<file path="config.mk">
export PLATFORM = sky130hd
export DESIGN_NAME = move_input_controller
export DESIGN_NICKNAME = d
export VERILOG_FILES = /design/src/rtl/move_input_controller.sv
export SDC_FILE = /design/constraint.sdc
export NUM_CORES = 1
export LEC_CHECK = 0
export ABC_AREA = 1
export BUFFER_PORTS_ARGS = -buffer_cell sky130_fd_sc_hd__buf_4
export CORE_MARGIN = 5
export CORE_UTILIZATION = 30
export DETAILED_ROUTE_END_ITERATION = 16
export HOLD_SLACK_MARGIN = 0.06
export SLEW_MARGIN = 30
export SYNTH_ARGS = -nofsm -noshare
export SYNTH_HDL_FRONTEND = slang
export SYNTH_SLANG_ARGS = --single-unit
</file>
<file path="constraint.sdc">
create_clock -name clk -period 1.78 [get_ports clk]
set_input_delay 0.356 -clock clk [delete_from_list [all_inputs] [get_ports clk]]
set_output_delay 0.356 -clock clk [all_outputs]
set_load 0.01 [all_outputs]
</file>
<file path="src/rtl/move_input_controller.sv">
// Button front-end for the tic-tac-toe game: debounces the raw buttons, moves a wrapping cursor,
// validates the selected cell and hands one move at a time to the game-logic stage.
module move_input_controller #(
    parameter int         DEBOUNCE_CYCLES = 4,
    parameter int         WAIT_TIMEOUT    = 8,
    parameter logic [1:0] START_PLAYER    = 2'd1
) (
    input  logic        clk,
    input  logic        reset,
    input  logic        btn_left,
    input  logic        btn_right,
    input  logic        btn_confirm,
    input  logic [17:0] board,
    input  logic        game_over,
    output logic [3:0]  cursor,
    output logic [3:0]  pos,
    output logic [1:0]  player,
    output logic        move_valid,
    output logic        reject,
    output logic [1:0]  state_dbg
);

    localparam int DW = $clog2(DEBOUNCE_CYCLES + 1);
    localparam int TW = $clog2(WAIT_TIMEOUT + 1);
    localparam logic [DW-1:0] DB_LAST = DW'(DEBOUNCE_CYCLES - 1);
    localparam logic [DW-1:0] DB_ONE  = DW'(1);
    localparam logic [TW-1:0] TO_LAST = TW'(WAIT_TIMEOUT - 1);
    localparam logic [TW-1:0] TO_ONE  = TW'(1);

    typedef enum logic [1:0] {
        IDLE        = 2'd0,
        COMMIT      = 2'd1,
        WAIT_UPDATE = 2'd2,
        ENDED       = 2'd3
    } state_t;

    // Button index: 0 = left, 1 = right, 2 = confirm
    logic [2:0]    w_raw;
    logic [2:0]    r_sync1;
    logic [2:0]    r_sync2;
    logic [2:0]    r_deb;
    logic [2:0]    r_press;
    logic [DW-1:0] r_dbCnt [3];

    state_t        r_state;
    logic [3:0]    r_cursor;
    logic [3:0]    r_pos;
    logic [1:0]    r_player;
    logic          r_moveValid;
    logic          r_reject;
    logic [TW-1:0] r_waitCnt;

    logic [1:0]    w_cell [16];
    logic [3:0]    w_cursorNext;
    logic          w_cursorFree;
    logic          w_posMatch;

    assign w_raw = {btn_confirm, btn_right, btn_left};

    // A level is accepted only after DEBOUNCE_CYCLES consecutive disagreeing samples
    always_ff @(posedge clk or posedge reset) begin
        if (reset) begin
            r_sync1 <= '0;
            r_sync2 <= '0;
            r_deb   <= '0;
            r_press <= '0;
            for (int i = 0; i < 3; i++) r_dbCnt[i] <= '0;
        end else begin
            r_sync1 <= w_raw;
            r_sync2 <= r_sync1;
            for (int i = 0; i < 3; i++) begin
                r_press[i] <= 1'b0;
                if (r_sync2[i] != r_deb[i]) begin
                    if (r_dbCnt[i] == DB_LAST) begin
                        r_deb[i]   <= r_sync2[i];
                        r_press[i] <= r_sync2[i];
                        r_dbCnt[i] <= '0;
                    end else begin
                        r_dbCnt[i] <= r_dbCnt[i] + DB_ONE;
                    end
                end else begin
                    r_dbCnt[i] <= '0;
                end
            end
        end
    end

    always_comb begin
        for (int k = 0; k < 16; k++) w_cell[k] = 2'b00;
        for (int k = 0; k < 9; k++) w_cell[k] = board[2*k +: 2];
    end

    assign w_cursorFree = (w_cell[r_cursor] == 2'b00);
    assign w_posMatch   = (w_cell[r_pos] == r_player);

    always_comb begin
        w_cursorNext = r_cursor;
        if (r_press[0] && !r_press[1]) begin
            w_cursorNext = (r_cursor == 4'd0) ? 4'd8 : r_cursor - 4'd1;
        end else if (r_press[1] && !r_press[0]) begin
            w_cursorNext = (r_cursor == 4'd8) ? 4'd0 : r_cursor + 4'd1;
        end
    end

    // move_valid is raised on leaving COMMIT, so a game_over seen in COMMIT cancels it
    always_ff @(posedge clk or posedge reset) begin
        if (reset) begin
            r_state     <= IDLE;
            r_cursor    <= 4'd0;
            r_pos       <= 4'd0;
            r_player    <= START_PLAYER;
            r_moveValid <= 1'b0;
            r_reject    <= 1'b0;
            r_waitCnt   <= '0;
        end else begin
            r_moveValid <= 1'b0;
            r_reject    <= 1'b0;
            if (game_over) begin
                r_state <= ENDED;
            end else begin
                case (r_state)
                    IDLE: begin
                        r_cursor <= w_cursorNext;
                        if (r_press[2]) begin
                            if (w_cursorFree) begin
                                r_pos   <= r_cursor;
                                r_state <= COMMIT;
                            end else begin
                                r_reject <= 1'b1;
                            end
                        end
                    end
                    COMMIT: begin
                        r_moveValid <= 1'b1;
                        r_waitCnt   <= '0;
                        r_state     <= WAIT_UPDATE;
                    end
                    WAIT_UPDATE: begin
                        if (w_posMatch) begin
                            r_player <= (r_player == 2'd1) ? 2'd2 : 2'd1;
                            r_state  <= IDLE;
                        end else if (r_waitCnt == TO_LAST) begin
                            r_reject <= 1'b1;
                            r_state  <= IDLE;
                        end else begin
                            r_waitCnt <= r_waitCnt + TO_ONE;
                        end
                    end
                    ENDED:   r_state <= ENDED;
                    default: r_state <= IDLE;
                endcase
            end
        end
    end

    assign cursor     = r_cursor;
    assign pos        = r_pos;
    assign player     = r_player;
    assign move_valid = r_moveValid;
    assign reject     = r_reject;
    assign state_dbg  = r_state;

endmodule

</file>
==> flow_summary.toml <==
[grt]
grt_overflow = 0
grt_pass1_wl_mm = 7.82
grt.total_usage_pct = 10.9
first_global_vias = 1852
grt_antenna_before_repair = 0
grt_max_degree = 40

[floorplan]
dieArea_sq_um = 9000
fp-row-count = 31
initial_core_util_pct = 30.3
core_area_sq_um = 7140
ios = 38
die_h_microns = 94.8
die_w_microns = 94.8

[sta]
post-route-min-period_ns = 1.64
max_freq_mhz = 608
period_share_pct = 92.4
rsz0062_at_grt = "yes"
hold_viol_final = 0
fin_skew_ns = 0.00523
setup_viol = 0
worst_pin_slew_ns = 0.477
finalMaxSlewViolations = 0
slew_headroom_pct = 68.2

[synth]
avgSynthCellArea_sq_um = 8.00
synth_area_sq_um = 2160
synth_async_sr_flop_share_pct = 100
seq_area_frac_synth_pct = 45.2
synth_top_cell_area_share_pct = 44.0
synth_top_area_cell = "dfrtp_1"
ys_ff_latch = 39
yosysMostFrequentCell = "nand2_1"
synth.area.top_cells = "dfrtp_1 44%, nand2_1 12%, ha_1 7.0%"
ys_warn_count = 0
synth_cell_types = 28
syn-instance-count = 270
synthTopCellsByCount = "68 x nand2_1, 38 x dfrtp_1, 35 x inv_1"
synth-main-ff-cell = "dfrtp_1"
syn_nets = 306
synth_edf_count = 0

[cts]
root_buffer = "clkbuf_8"
clock-sinks = 39
cts_max_path_buffers = 2
cts_tree = "done"
clk_pin_slew_ns = 0.07
clkLatencyLatePin_ns = 0.28
hold_buffers = 0
cts_setup_buffers = 0
cts-buffers-inserted = 5
htree_num_levels = 2

[critical_path]
slowest_stage = "dfrtp_1"
r2r_start = "cursor[1]"
r2r_setup_slack_ns = 0.14
critPathTopFamily = "flip-flops"
end_kind = "flop"
critical_path_arrival_ns = 1.81
required_ns = 1.95
cp_slowest_stage_delay_ns = 0.44
r2r-end = "cursor[2]"
path_class = "flop to flop"
cp_max_fo = 6
critPathLaunchType = "flop"
crit_buf_inv = 3
reg2reg_depth = 10
cp_cell_sequence = "inv_2, ha_2, nand2_1, nor2_1, inv_1, nand2_1, inv_1, nand3_1, o21ai_0, a22o_1"

[route]
drt-initial-drc-count = 49
drc = 0
vias = 1887
wire_per_inst_microns = 11.0
first_pass_iters = 4
avgViaCountPerCell = 4.51
wl_mm = 4.59
ant_nets = 0

[power]
irDropWorstVdd_uv = 439
power_density_nw_per_um2 = 737
p_leak_uw = 0.00136

[cells_and_area]
antenna_cells = 0
final_cell_count_no_fill = 418
area_growth_syn_to_layout_pct = 27.0
drive_gt1_share_pct = 22.9
finalInstanceArea_sq_um = 2740
final_nets = 355
post-route-util_pct = 38.4

[run_status]
status = "completed"

[hold_path]
hold_class = "input pin to async pin"

[place]
place.detailed.hpwl_mm = 3.61
portBuffers = 37
dp.cells = 411
placed_cell_area_sq_um = 2600
globalplace.congestion = 0.820

[flow_run]
maxCapViolations = 0
==> area by class of cell <==
class,instances,area [sq um]
fill,768,4390
clock buffer,6,72.6
inverter,41,154
multi-input combinational,188,1040
sequential,39,980
timing repair buffer,44,338
tap,99,124
clock inverter,1,30.0
==> worst min-delay path, cell delays in order <==
cell   delay (ns)
buf_4        0.10
inv_1        0.04
buf_4        0.41
==> metrics by stage <==
stage / TNS [ns] / hold WS [ns] / setup slack, ns / power [uW]
floorplan: 0 / 0.331 / 0.200 / 1250
global placement: 0 / 0.333 / 0.124 / 1340
detailed placement: 0 / 0.340 / 0.104 / 1350
CTS: 0 / 0.166 / 0.0987 / 2060
global route: -0.000850 / 0.156 / -0.000850 / 2150
finish: 0 / 0.177 / 0.136 / 2020
==> placed cells by master (no fill, tap or decap), types with 2 or more instances in the layout <==
cell	n
buf_6	2
xnor2_1	3
nor2_1	25
nand2_4	3
nand3_1	25
nand4_1	4
nand2_2	4
o21ai_1	4
dfrtp_2	2
nand3_2	3
inv_2	6
a31oi_1	4
a21oi_1	3
o21ai_0	14
inv_1	34
buf_4	42
nand2_1	66
o211ai_1	4
nor3b_1	3
nor3_1	5
clkbuf_8	5
dfrtp_1	36
ha_1	11
==> timing repair <==
| action | in CTS | in global routing |
|---|---|---|
| gates resized for setup | 0 | 13 |
| endpoints found under the setup margin | 0 | 10 |
| endpoints found under the hold margin | 0 | 0 |
==> state kept, by name, summed over array words and instances, names as in the netlist <==
signal,count
r_sync2,3
r_dbCnt,9
state_dbg,2
reject,1
move_valid,1
r_press,3
cursor,4
player,2
r_sync1,3
pos,4
r_deb,3
r_waitCnt,4
==> routing by layer <==
metal  track usage, %  part of all wire, %  vias up
met1             12.9                   44      873
met3             2.63                  5.3        5
met5                0                    0        -
met4             3.61                  1.0        0
met2             19.3                   50       38
li1                 -                    -      971
==> where the power goes <==
part           switching [uW]  total, uW  internal (uW)
Sequential               55.0       1040            983
Combinational             153        290            137
Clock                     283        694            411
Total                     491       2020           1530
==> worst max path at each step <==
stage / cells after the start / endpoint / from
6_report: 10 / cursor[2] / cursor[1]
3_5_place_dp: 11 / state_dbg[1] / pos[0]
2_1_floorplan: 9 / r_waitCnt[1] / state_dbg[0]
5_1_grt: 15 / state_dbg[1] / pos[0]
4_1_cts: 11 / state_dbg[1] / pos[0]
3_3_place_gp: 11 / state_dbg[0] / pos[0]
==> cell families (layout without fill, tap and decap cells) <==
kind of cell               count (synthesis)  count (layout)  synth area share, %
AOI/OAI and AO/OA                         31              31                 8.23
xor gates and xnor gates                   4               4                 1.62
buffers and inverters                     43              92                 7.88
DFF                                       39              39                 45.2
adders and majority gates                 12              12                 6.95
and+or+nand+nor                          141             141                 30.1
Note: power is estimated with default switching activity, not from simulation.
